[config.mk]
export PLATFORM = sky130hd
export DESIGN_NAME = ahb_arbiter_slave_6
export DESIGN_NICKNAME = d
export VERILOG_FILES = /design/src/rtl/ahb_arbiter_slave_6.sv
export SDC_FILE = /design/constraint.sdc
export NUM_CORES = 1
export LEC_CHECK = 0
export ABC_AREA = 1
export BUFFER_PORTS_ARGS = -buffer_cell sky130_fd_sc_hd__buf_4
export CORE_AREA = 2 2 39 41
export CTS_CLUSTER_SIZE = 30
export DETAILED_ROUTE_END_ITERATION = 16
export DIE_AREA = 0 0 41 43
export PLACE_DENSITY_LB_ADDON = 0.2
export SYNTH_ARGS = -nofsm -noshare
export SYNTH_HDL_FRONTEND = slang
export SYNTH_SLANG_ARGS = --single-unit
[constraint.sdc]
create_clock -name HCLK -period 0.8 [get_ports HCLK]
set_input_delay 0.08 -clock HCLK [delete_from_list [all_inputs] [get_ports HCLK]]
set_output_delay 0.08 -clock HCLK [all_outputs]
set_load 0.01 [all_outputs]
[src/rtl/ahb_arbiter_slave_6.sv]
// Round-robin AHB arbiter for slave_6: registered address/data-phase selects, 1-cycle grant latency.
// Backpressure: everything holds while hready=0; locked owners keep the grant until they release.
module ahb_arbiter_slave_6 #(
  parameter int CHANNEL_NUM = 2
) (
  input  logic                        HCLK,
  input  logic                        HRESET,
  input  logic [CHANNEL_NUM-1:0]      hreq,
  input  logic [CHANNEL_NUM-1:0]      hlock,
  input  logic [CHANNEL_NUM-1:0][1:0] htrans,
  input  logic                        hready,
  output logic [CHANNEL_NUM-1:0]      sel_addr,
  output logic [CHANNEL_NUM-1:0]      sel_data,
  output logic [CHANNEL_NUM-1:0]      hgrant,
  output logic                        busy
);

  localparam int IW = (CHANNEL_NUM > 1) ? $clog2(CHANNEL_NUM) : 1;

  typedef enum logic {
    ST_IDLE = 1'b0,
    ST_OWN  = 1'b1
  } state_t;

  state_t                 r_state;
  logic [IW-1:0]          r_owner;
  logic [IW-1:0]          r_last;
  logic [CHANNEL_NUM-1:0] r_sel_addr;
  logic [CHANNEL_NUM-1:0] r_sel_data;

  logic                   w_own_req;
  logic                   w_own_lock;
  logic [1:0]             w_own_trans;
  logic                   w_own_data;
  logic                   w_arb;
  logic                   w_found;
  logic [IW-1:0]          w_win;
  logic [IW-1:0]          w_cand;
  logic [CHANNEL_NUM-1:0] w_win_oh;

  function automatic logic [IW-1:0] f_wrap(input logic [IW-1:0] base, input int k);
    int s;
    s = int'(base) + k;
    if (s >= CHANNEL_NUM) s = s - CHANNEL_NUM;
    return s[IW-1:0];
  endfunction

  assign w_own_req   = hreq[r_owner];
  assign w_own_lock  = hlock[r_owner];
  assign w_own_trans = htrans[r_owner];
  assign w_own_data  = (r_state == ST_OWN) && w_own_trans[1];

  // Unlocked NONSEQ/IDLE marks a transfer boundary where another master may take over.
  assign w_arb = (r_state == ST_IDLE) || !w_own_req ||
                 (!w_own_lock && ((w_own_trans == 2'b00) || (w_own_trans == 2'b10)));

  // Search starts just after the last winner, so the current owner is considered last.
  always_comb begin
    w_found = 1'b0;
    w_win   = r_last;
    w_cand  = '0;
    for (int k = 1; k <= CHANNEL_NUM; k++) begin
      w_cand = f_wrap(r_last, k);
      if (!w_found && hreq[w_cand]) begin
        w_found = 1'b1;
        w_win   = w_cand;
      end
    end
  end

  always_comb begin
    w_win_oh = '0;
    for (int i = 0; i < CHANNEL_NUM; i++) begin
      w_win_oh[i] = (int'(w_win) == i);
    end
  end

  always_ff @(posedge HCLK) begin
    if (HRESET) begin
      r_state    <= ST_IDLE;
      r_owner    <= '0;
      r_last     <= IW'(CHANNEL_NUM - 1);
      r_sel_addr <= '0;
      r_sel_data <= '0;
    end else if (hready) begin
      r_sel_data <= w_own_data ? r_sel_addr : '0;
      if (w_arb) begin
        if (w_found) begin
          r_state    <= ST_OWN;
          r_owner    <= w_win;
          r_last     <= w_win;
          r_sel_addr <= w_win_oh;
        end else begin
          r_state    <= ST_IDLE;
          r_sel_addr <= '0;
        end
      end
    end
  end

  assign sel_addr = r_sel_addr;
  assign sel_data = r_sel_data;
  assign hgrant   = r_sel_addr;
  assign busy     = (|r_sel_addr) || (|r_sel_data);

endmodule

Word level (Yosys, flattened, before mapping)
Cells that the tools add are included.

Register bits after elaboration: 7. Latch bits: 0. Memory bits (writable): 0. ROM bits: 0. Logic and storage cells: 51. Memories kept: 0.

Add/subtract/negate cells: 4. $mul: 0. Div/mod/pow operators: 0. Magnitude comparators: 5. Eq/ne operators: 1. Shift operators: 0. Multiplexer cells: 19. Bitwise gates (word level): 2. Reductions and logical operators: 15.

Operators by type and width (number): $mux W1 (15); $mux W2 (4); $lt A1 B2 Y1 const B (3); $logic_or A1 B1 Y1 (4); $reduce_or A2 Y1 (2); $add A1 B2 Y3 const B (1); $ge A3 B2 Y1 const B (1); $logic_and A1 B1 Y1 (3); $logic_not A1 Y1 (3); $reduce_and A3 Y1 (1); $add A1 B1 Y2 const B (1); $eq A2 B2 Y1 const B (1); $ge A2 B2 Y1 const B (1); $logic_not A2 Y1 (1); $not A1 Y1 (2); $reduce_and A2 Y1 (1); $sub A1 B1 Y1 const B (2).

Longest topological paths before layout
Gate-level depths: netlist (run 1).

Word-level depth: 11. Depth in mapped cells: 9. Mapped depth without buffers: 9.

Worst setup path before layout (run 1)
Ideal clock, no wire load.

Path kind: register to output. Start point: reg r_sel_data[0], in the netlist sel_data[0]. End point: out busy. Data arrival time: 899 ps. Required time: 720 ps. Path slack: -179 ps. Stages on the path, launching flop included: 2. Path buffers: 0. Cells stage by stage: dfxtp_1 > or4_1.

Cells in the longest elaborated chain, start to end: 2.

RTL lines: start, declared (RTL line 29) `logic [CHANNEL_NUM-1:0] r_sel_data;`; start signal, assigned (RTL line 86) `r_sel_data <= w_own_data ? r_sel_addr : '0;`; $reduce_or A2 Y1 (RTL line 104) `assign busy = (|r_sel_addr) || (|r_sel_data);`; $logic_or A1 B1 Y1 (RTL line 104); end, declared (RTL line 15) `output logic busy`.

Every way passes these cells.

Final worst setup path (run 1)
Start point: reg r_sel_addr[0], in the netlist hgrant[0]. End point: out busy.

Cells in the longest elaborated chain, start to end: 2.

RTL lines: start, declared (RTL line 28) `logic [CHANNEL_NUM-1:0] r_sel_addr;`; start signal, assigned (RTL line 92) `r_sel_addr <= w_win_oh;`; $reduce_or A2 Y1 (RTL line 104); $logic_or A1 B1 Y1 (RTL line 104).

Every way passes these cells.

==> results of run 1 <==
## metal layers
metal	global-route usage	vias up
li1	-	222
met1	0.178	205
met2	0.178	16
met3	0.0157	2
met4	0.100	0
met5	0	-
## layout make-up
cell class / instances / area, sq um / area share
Multi-Input combinational cell: 36 / 239 / 0.341
Inverter: 5 / 21.3 / 0.0304
Sequential cell: 7 / 150 / 0.214
Timing Repair Buffer: 27 / 244 / 0.348
Tap cell: 16 / 20.0 / 0.0286
Clock buffer: 4 / 26.3 / 0.0375
## kinds of logic after synthesis
| group | share of synthesized area |
|---|---|
| and+or+nand+nor | 0.342 |
| AOI/OAI and AO/OA | 0.164 |
| DFF | 0.399 |
| buffers and inverters | 0.0961 |
## critical path: cells and delay by family (launching register included)
| family | cells | cell delay (ns) |
|---|---|---|
| and+or+nand+nor | 1 | 0.53 |
| buffers and inverters | 1 | 0.14 |
| DFF | 1 | 0.31 |
## path summary, 6_finish.rpt
| kind | endpoint | slack [ns] | cells past startpoint |
|---|---|---|---|
| max | busy | -0.50 | 2 |
| min | hgrant[1] | 0.02 | 2 |
| max reg2reg | r_owner | -0.27 | 8 |
| min reg2reg | r_last | 0.49 | 2 |
## registers in the layout, indices dropped and copies added, names as in the netlist
register / flops
hgrant: 2
r_last: 1
r_owner: 1
r_state: 1
sel_data: 2
## report_power, final
group / switching, mW / internal [mW] / leakage [nW]
combinational: 0.130 / 0.174 / 0.246
clock: 0.130 / 0.190 / 0.0150
sequential: 0.0238 / 0.376 / 0.0603
total: 0.284 / 0.740 / 0.322
## layout by cell type (no fill, tap or decap), types with 2 or more instances in the layout
master and count:
nand3_2 3, a21oi_2 3, nor2_4 2, clkbuf_4 3, inv_1 4, a21oi_1 3, buf_6 11, nand2_1 7
dfxtp_2 5, o21ai_0 2, nor2_2 2, nand2_2 6, buf_4 16
## timing repair
| item | CTS | global route |
|---|---|---|
| resized for setup | 14 | 23 |
| setup buffers | 0 | 4 |
| endpoints found under the setup margin | 14 | 14 |
| pin swaps | 5 | 8 |
## synthesized netlist by cell type, drive strengths merged
| library cell | instances | area [sq um] |
|---|---|---|
| a21oi | 6 | 30.0 |
| buf | 2 | 15.0 |
| dfxtp | 7 | 140 |
| inv | 5 | 18.8 |
| nand2 | 14 | 57.6 |
| nand3 | 4 | 25.0 |
| nor2 | 5 | 23.8 |
| o21a | 1 | 7.51 |
| o21ai | 4 | 20.0 |
| or2 | 1 | 6.26 |
| or4 | 1 | 7.51 |
==> metrics.csv, run 1 <==
stage,metric,value,unit
run_status,status,"complete, but fails checks",
run_status,failed_checks,negative setup slack,
detailed_routing,wl_met1,421,um
finish,fin_util,0.506,
finish,drive_gt1_frac,0.722,
timing,final-max-slew-violation-count,0,
grt,first_global_vias,384,
finish,finalNetCount,91,
detailed_routing,met2_length,519,um
timing,period_needed,1.30,ns
power_and_ir_drop,cellLeakagePower,0.322,nW
logic_synthesis,ys_ff_latch,7,
power_and_ir_drop,total_power,1.02,mW
setup_path,cp_max_fo,2,
timing,fin_ws,-0.502,ns
clock_network,cts_buffers,3,
run,max_cap_viol_count,0,
place,place.detailed.hpwl,693,um
grt,grt_start_max_net_pins,9,
finish,insertedDiodeCount,0,
clock_network,hold_buffers,0,
detailed_routing,drc,0,
timing,worst_slew_pin_slew,0.161,ns
setup_path,critPathRequiredTime,0.72,ns
setup_path,crit_arrival,1.22,ns
clock_network,tritoncts,built,
detailed_routing,drt-initial-drc-count,4,
logic_synthesis,syn-cell-area,352,sq um
logic_synthesis,synth_nets,61,
logic_synthesis,avgSynthCellArea,7.03,sq um
finish,area_growth,99.3,%
logic_synthesis,ys_types,14,
place,port_buffers,17,
clock_network,clock-sinks,7,
detailed_routing,top_layer,met4,
timing,fin_setup_tns,-2.53,ns
power_and_ir_drop,power.density,1460,nW/um^2
timing,hold_violations,0,
timing,rsz0062_at_grt,yes,
power_and_ir_drop,ir_drop,1120,uV
setup_path,start_kind,flop,
detailed_routing,wl_per_cell,10.9,um
logic_synthesis,yosysWarnings,0,
setup_path,critPathCaptureType,primary output,
clock_network,cts-htree-levels,1,
clock_network,clk_latency,0.25,ns
place,placed_cells,88,
grt,grt_first_pass_wirelength,1530,um
logic_synthesis,netlist_instances,50,
setup_path,crit_type,reg2out,
floorplan,rows,14,
logic_synthesis,yosysSeqAreaShare,0.399,
timing,whs,0.0169,ns
grt,antenna_found_initial,0,
detailed_routing,totalWireLength,1040,um
clock_network,cts.clk_slew.worst_paths,0.05,ns
finish,fillCellCount,150,
detailed_routing,vias,445,
setup_path,worst_path_max_delay_cell,or4_4,
floorplan,coreArea,1380,sq um
timing,fmax,0.768,GHz
detailed_routing,ant_nets,0,
floorplan,die_h,43,um
floorplan,dieArea,1760,sq um
finish,design_area,701,sq um
finish,stdcell_count,95,
timing,finalSetupViolCount,14,
setup_path,timing.rr.start,r_owner,
floorplan,die_w,41,um
clock_network,cts_buffer_depth,2,
floorplan,initial_utilization,0.254,
detailed_routing,vias_per_cell,4.68,
place,pre_cts_ws,-0.239,ns
clock_network,clockRootBuffer,clkbuf_4,
worst_hold_path,hold_path_class,in2reg,
timing,max_slew_margin,0.892,
timing,worst_clock_skew,0.00272,ns
setup_path,crit_start,hgrant[0],
detailed_routing,route.met3.wl,87,um
floorplan,ios,18,
grt,gr-usage-all-layers,0.131,
timing,fin_crit_sh,1.63,
place,postPlaceCellArea,543,sq um
setup_path,cp_cell_sequence,"or4_4, buf_6",
worst_hold_path,worstHoldStart,HRESET,
detailed_routing,firstDrtPassIters,2,
setup_path,worst_path_largest_cell_delay,0.53,ns
grt,overflow,0,
place,gp_congestion,0.715,
Note: power is estimated with default switching activity, not from simulation.
==> run 2, diff against run 1 <==
- SKIP_CTS_REPAIR_TIMING: not set -> 1
==> run 2 against run 1 <==
  * The flow still finishes with violations (negative setup slack)
  * Total power decreased by 3.2%
  * Global-route usage decreased by 1.0 points
  * Sequential cell count unchanged
  * Clock-buffer cell count unchanged
  * Core utilization decreased by 3.3 points
  * Non-clock buffer count decreased by 3
  * Critical path depth unchanged
  * Sequential share of layout area increased by 1.5 points
  * Final cell count decreased by 3.2%
  * First-iteration DRC count decreased by 100%
==> metrics.csv, run 2 (synthesized netlist as in run 1, its figures left out) <==
stage,metric,value,unit
run,max_cap_viol_count,0,
place,postPlaceCellArea,543,sq um
place,gp_congestion,0.715,
finish,layout_common_cells,"buf_4 (14), buf_6 (10), nand2_1 (8), nand2_2 (5), dfxtp_2 (5)",
detailed_routing,route.met3.wl,92,um
timing,worst_clock_skew,0.00468,ns
floorplan,initial_utilization,0.254,
setup_path,cp_cell_sequence,"or4_4, buf_6",
timing,hold_violations,0,
setup_path,worst_path_largest_cell_delay,0.53,ns
grt,grt_start_max_net_pins,9,
power_and_ir_drop,ir_drop,1100,uV
timing,period_needed,1.32,ns
detailed_routing,drt-initial-drc-count,0,
setup_path,start_kind,flop,
clock_network,cts_buffer_depth,2,
place,port_buffers,17,
setup_path,worstReg2RegEnd,r_owner,
detailed_routing,firstDrtPassIters,1,
finish,drive_gt1_frac,0.671,
setup_path,worst_path_max_delay_cell,or4_4,
setup_path,reg2reg_slack,-0.23,ns
worst_hold_path,hold_path_class,in2reg,
timing,fmax,0.758,GHz
grt,first_global_vias,369,
finish,sequential_cell_area,150,sq um
finish,finalNetCount,88,
floorplan,coreArea,1380,sq um
timing,finalSetupViolCount,14,
clock_network,clk_latency,0.25,ns
timing,whs,0.0172,ns
run_status,failed_checks,negative setup slack,
floorplan,die_w,41,um
detailed_routing,ant_nets,0,
detailed_routing,wl_met1,403,um
setup_path,r2r_cells,8,
grt,gr-usage-all-layers,0.121,
clock_network,clockRootBuffer,clkbuf_4,
finish,design_area,654,sq um
worst_hold_path,worstHoldPathCells,2,
floorplan,dieArea,1760,sq um
timing,fin_crit_sh,1.65,
finish,fin_util,0.473,
setup_path,crit_arrival,1.24,ns
setup_path,timing.rr.start,r_owner,
detailed_routing,top_layer,met3,
power_and_ir_drop,cellLeakagePower,0.302,nW
detailed_routing,drc,0,
detailed_routing,vias_per_cell,4.43,
floorplan,rows,14,
grt,grt_first_pass_wirelength,1410,um
worst_hold_path,min_to,hgrant[1],
finish,multiInputGateArea,219,sq um
clock_network,clock-sinks,7,
timing,rsz0062_at_grt,yes,
detailed_routing,met2_length,465,um
clock_network,cts-htree-levels,1,
setup_path,critPathRequiredTime,0.72,ns
finish,fillCellCount,159,
run_status,status,"complete, but fails checks",
detailed_routing,wl_per_cell,10.5,um
place,place.detailed.hpwl,693,um
timing,worst_slew_pin_slew,0.260,ns
clock_network,cts.clk_slew.worst_paths,0.05,ns
detailed_routing,vias,408,
finish,final_common_cell,buf_4,
timing,final-max-slew-violation-count,0,
grt,overflow,0,
floorplan,ios,18,
clock_network,cts_buffers,3,
finish,insertedDiodeCount,0,
detailed_routing,totalWireLength,962,um
setup_path,crit_family,simple AND/OR/NAND/NOR gates,
grt,antenna_found_initial,0,
setup_path,cp_num_buf_inv,1,
timing,max_slew_margin,0.825,
finish,area_growth,86.1,%
worst_hold_path,worstHoldStart,HRESET,
setup_path,critPathCaptureType,primary output,
setup_path,crit_type,reg2out,
setup_path,cp_max_fo,2,
floorplan,die_h,43,um
clock_network,tritoncts,built,
timing,fin_ws,-0.520,ns
power_and_ir_drop,power.density,1510,nW/um^2
==> run 2: cell type report <==
type,count,area share
timing repair buffer,24,0.333
clock buffer,4,0.0402
tap,16,0.0306
sequential,7,0.229
inverter,5,0.0325
multi-input combinational,36,0.335
==> run 2: metrics by stage <==
step	setup TNS (ns)	instances	total power [mW]	setup slack, ns
3_5_place_dp	-1.29	88	0.624	-0.239
5_1_grt	-2.79	92	1.05	-0.540
4_1_cts	-2.37	92	0.955	-0.523
2_1_floorplan	-0.501	50	0.503	-0.141
3_3_place_gp	-1.24	88	0.623	-0.241
6_report	-2.14	92	0.991	-0.520
==> run 2: worst max path at each step <==
stage | start | to | slack [ns] | cells past startpoint
final | sel_data[1] | busy | -0.52 | 2
after global routing | sel_data[1] | busy | -0.54 | 2
after CTS | sel_data[1] | busy | -0.52 | 2
after detailed placement | sel_data[1] | busy | -0.24 | 2
after global placement | sel_data[1] | busy | -0.24 | 2
after floorplan | sel_data[1] | busy | -0.14 | 1
==> run 2: power breakdown <==
group          internal, mW  switching, mW  leakage (nW)
clock network         0.190          0.128        0.0150
registers             0.376         0.0241        0.0603
logic                 0.156          0.116         0.227
total                 0.723          0.269         0.302
==> run 2: per-layer routing <==
metal | up-vias | global-route usage
met3 | 0 | 0.0157
met2 | 16 | 0.166
met1 | 177 | 0.159
li1 | 215 | -
met5 | - | 0
met4 | 0 | 0.100
==> run 3, diff against run 2 <==
- ABC_AREA: 1 -> 0
==> run 3 against run 2 <==
  * The flow still finishes with violations (negative setup slack)
  * Sequential share of layout area shrank 2.9 points
  * Clock power is essentially flat
  * Non-clock buffer count grew 7
  * Global-route usage grew 0.088 points
  * Core utilization grew 6.8 points
  * Register-to-register slack is essentially flat
  * Die area is the same
  * Critical path type unchanged
  * Critical endpoint unchanged
  * Highest routed layer unchanged
==> metrics.csv, run 3 <==
stage,metric,value,unit
timing,fmax,0.770,GHz
setup_path,cp_max_fo,2,
logic_synthesis,netlist_instances,40,
timing,max_slew_margin,0.805,
grt,grt_first_pass_wirelength,1460,um
grt,antenna_found_initial,0,
grt,gr-usage-all-layers,0.122,
detailed_routing,firstDrtPassIters,3,
place,port_buffers,17,
detailed_routing,vias_per_cell,4.48,
detailed_routing,drc,0,
logic_synthesis,synth_top_family_by_area,compound AO/OA/AOI/OAI gates,
finish,area_growth,99.3,%
detailed_routing,ant_nets,0,
logic_synthesis,ys_types,21,
detailed_routing,vias,390,
finish,finalNetCount,83,
timing,finalSetupViolCount,13,
timing,fin_crit_sh,1.62,
logic_synthesis,ys_ff_latch,7,
setup_path,crit_arrival,1.22,ns
timing,final-max-slew-violation-count,0,
floorplan,ios,18,
setup_path,crit_type,reg2out,
logic_synthesis,synth_adder_area_share,0,
setup_path,critPathCaptureType,primary output,
finish,drive_gt1_frac,0.718,
grt,first_global_vias,383,
finish,final_common_cell,buf_4,
logic_synthesis,yosysTopAreaCell,dfxtp_1,
floorplan,die_h,43,um
finish,layout_common_cells,"buf_4 (18), buf_6 (13), nand2b_1 (5), dfxtp_2 (5), clkbuf_4 (3)",
clock_network,cts_buffers,3,
finish,fillCellCount,119,
logic_synthesis,synth-async-reset-ratio,0,
logic_synthesis,synthXorXnorAreaFrac,0,
logic_synthesis,syn-cell-area,375,sq um
timing,worst_clock_skew,0.00332,ns
logic_synthesis,yosysWarnings,0,
grt,overflow,0,
detailed_routing,wl_per_cell,11.2,um
logic_synthesis,synth_edf_count,0,
place,place.detailed.hpwl,720,um
clock_network,tritoncts,built,
logic_synthesis,synthTopCellsByArea,"dfxtp_1 (37%), nand2b_1 (8.3%), mux2i_1 (5.3%)",
run_status,status,"complete, but fails checks",
worst_hold_path,hold_path_class,in2reg,
power_and_ir_drop,cellLeakagePower,0.314,nW
timing,fin_ws,-0.499,ns
logic_synthesis,avgSynthCellArea,9.38,sq um
logic_synthesis,yosys-top-cells-count,"dfxtp_1 (7), nand2b_1 (5), a21oi_1 (3), nor2_1 (3)",
timing,hold_violations,0,
timing,whs,0.0186,ns
clock_network,cts-htree-levels,1,
timing,worst_slew_pin_slew,0.292,ns
logic_synthesis,synth_mux_area_frac,0.0833,
floorplan,rows,14,
logic_synthesis,synth-simple-area-share,0.233,
power_and_ir_drop,ir_drop,689,uV
detailed_routing,drt-initial-drc-count,4,
place,gp_congestion,0.735,
clock_network,clockRootBuffer,clkbuf_4,
finish,insertedDiodeCount,0,
detailed_routing,totalWireLength,975,um
setup_path,critPathRequiredTime,0.72,ns
logic_synthesis,synth_nets,51,
timing,period_needed,1.30,ns
finish,sequential_cell_area,150,sq um
clock_network,cts_buffer_depth,2,
logic_synthesis,synth-compound-area-share,0.247,
timing,rsz0062_at_grt,yes,
setup_path,start_kind,flop,
clock_network,cts.clk_slew.worst_paths,0.06,ns
finish,multiInputGateArea,270,sq um
floorplan,coreArea,1380,sq um
grt,grt_start_max_net_pins,10,
clock_network,clk_latency,0.25,ns
power_and_ir_drop,power.density,1330,nW/um^2
run,max_cap_viol_count,0,
clock_network,clock-sinks,7,
logic_synthesis,synth_top_area_share,0.373,
floorplan,die_w,41,um
floorplan,dieArea,1760,sq um
run_status,failed_checks,negative setup slack,
logic_synthesis,yosysSeqAreaShare,0.373,
floorplan,initial_utilization,0.271,
logic_synthesis,synth_flop_cell,dfxtp_1,
power_and_ir_drop,total_power,994,uW
logic_synthesis,synth.most_common_cell,dfxtp_1,
[run 3: cell types whose count changed in the layout (fill, tap and decap cells not counted), sizes merged, moves of 3 or more]
cell | previous run | this run
a21oi | 6 | 3
buf | 24 | 31
inv | 5 | 0
nand2 | 14 | 1
nand2b | 0 | 5
nand3 | 4 | 0
o21ai | 4 | 0
[run 3: worst max-delay path, stage by stage (launching register included)]
cell and delay, ns:
dfxtp_2 0.32, or4_4 0.52, buf_6 0.13
[run 3: worst paths after layout]
kind                from          end  slack [ns]  cells after the start
max          sel_data[1]         busy       -0.50                      2
min               HRESET  sel_data[0]        0.02                      2
max reg2reg      r_state    hgrant[0]       -0.23                      3
min reg2reg       r_last       r_last        0.56                      2
[run 3: layer usage]
layer / vias to the layer above / wire (um) / global-route usage
li1: 209 / - / -
met1: 173 / 471 / 0.155
met2: 8 / 466 / 0.181
met3: 0 / 38 / 0.0314
met4: 0 / 0 / 0.0600
met5: - / 0 / 0
[run 3: final cells by class]
class                   instances  area share
flip-flops and latches          7       0.201
well taps                      16      0.0268
multi-input cells              29       0.361
clock buffers                   4      0.0351
repair buffers                 31       0.376
[run 3: cells by family (layout without fill, tap and decap cells)]
logic type	after synthesis	in the layout
and+or+nand+nor	15	15
AOI/OAI and AO/OA	11	11
DFF	7	7
buffers and inverters	4	35
muxes	3	3
[run 3: where the power goes]
group	leakage, nW	total [mW]	internal, mW	switching (mW)
registers	0.0601	0.389	0.370	0.0199
clock network	0.0150	0.322	0.190	0.132
logic	0.238	0.282	0.176	0.106
[run 3: stage by stage]
| step | worst slack (ns) | util | cell area (sq um) | instances | setup TNS [ns] |
|---|---|---|---|---|---|
| 6_report | -0.499 | 0.541 | 748 | 87 | -2.18 |
| 5_1_grt | -0.530 | 0.541 | 748 | 87 | -2.63 |
| 4_1_cts | -0.520 | 0.458 | 634 | 86 | -2.47 |
| 3_5_place_dp | -0.252 | 0.439 | 608 | 82 | -1.45 |
| 3_3_place_gp | -0.243 | 0.439 | 608 | 82 | -1.39 |
| 2_1_floorplan | -0.179 | - | 387 | 40 | -1.02 |
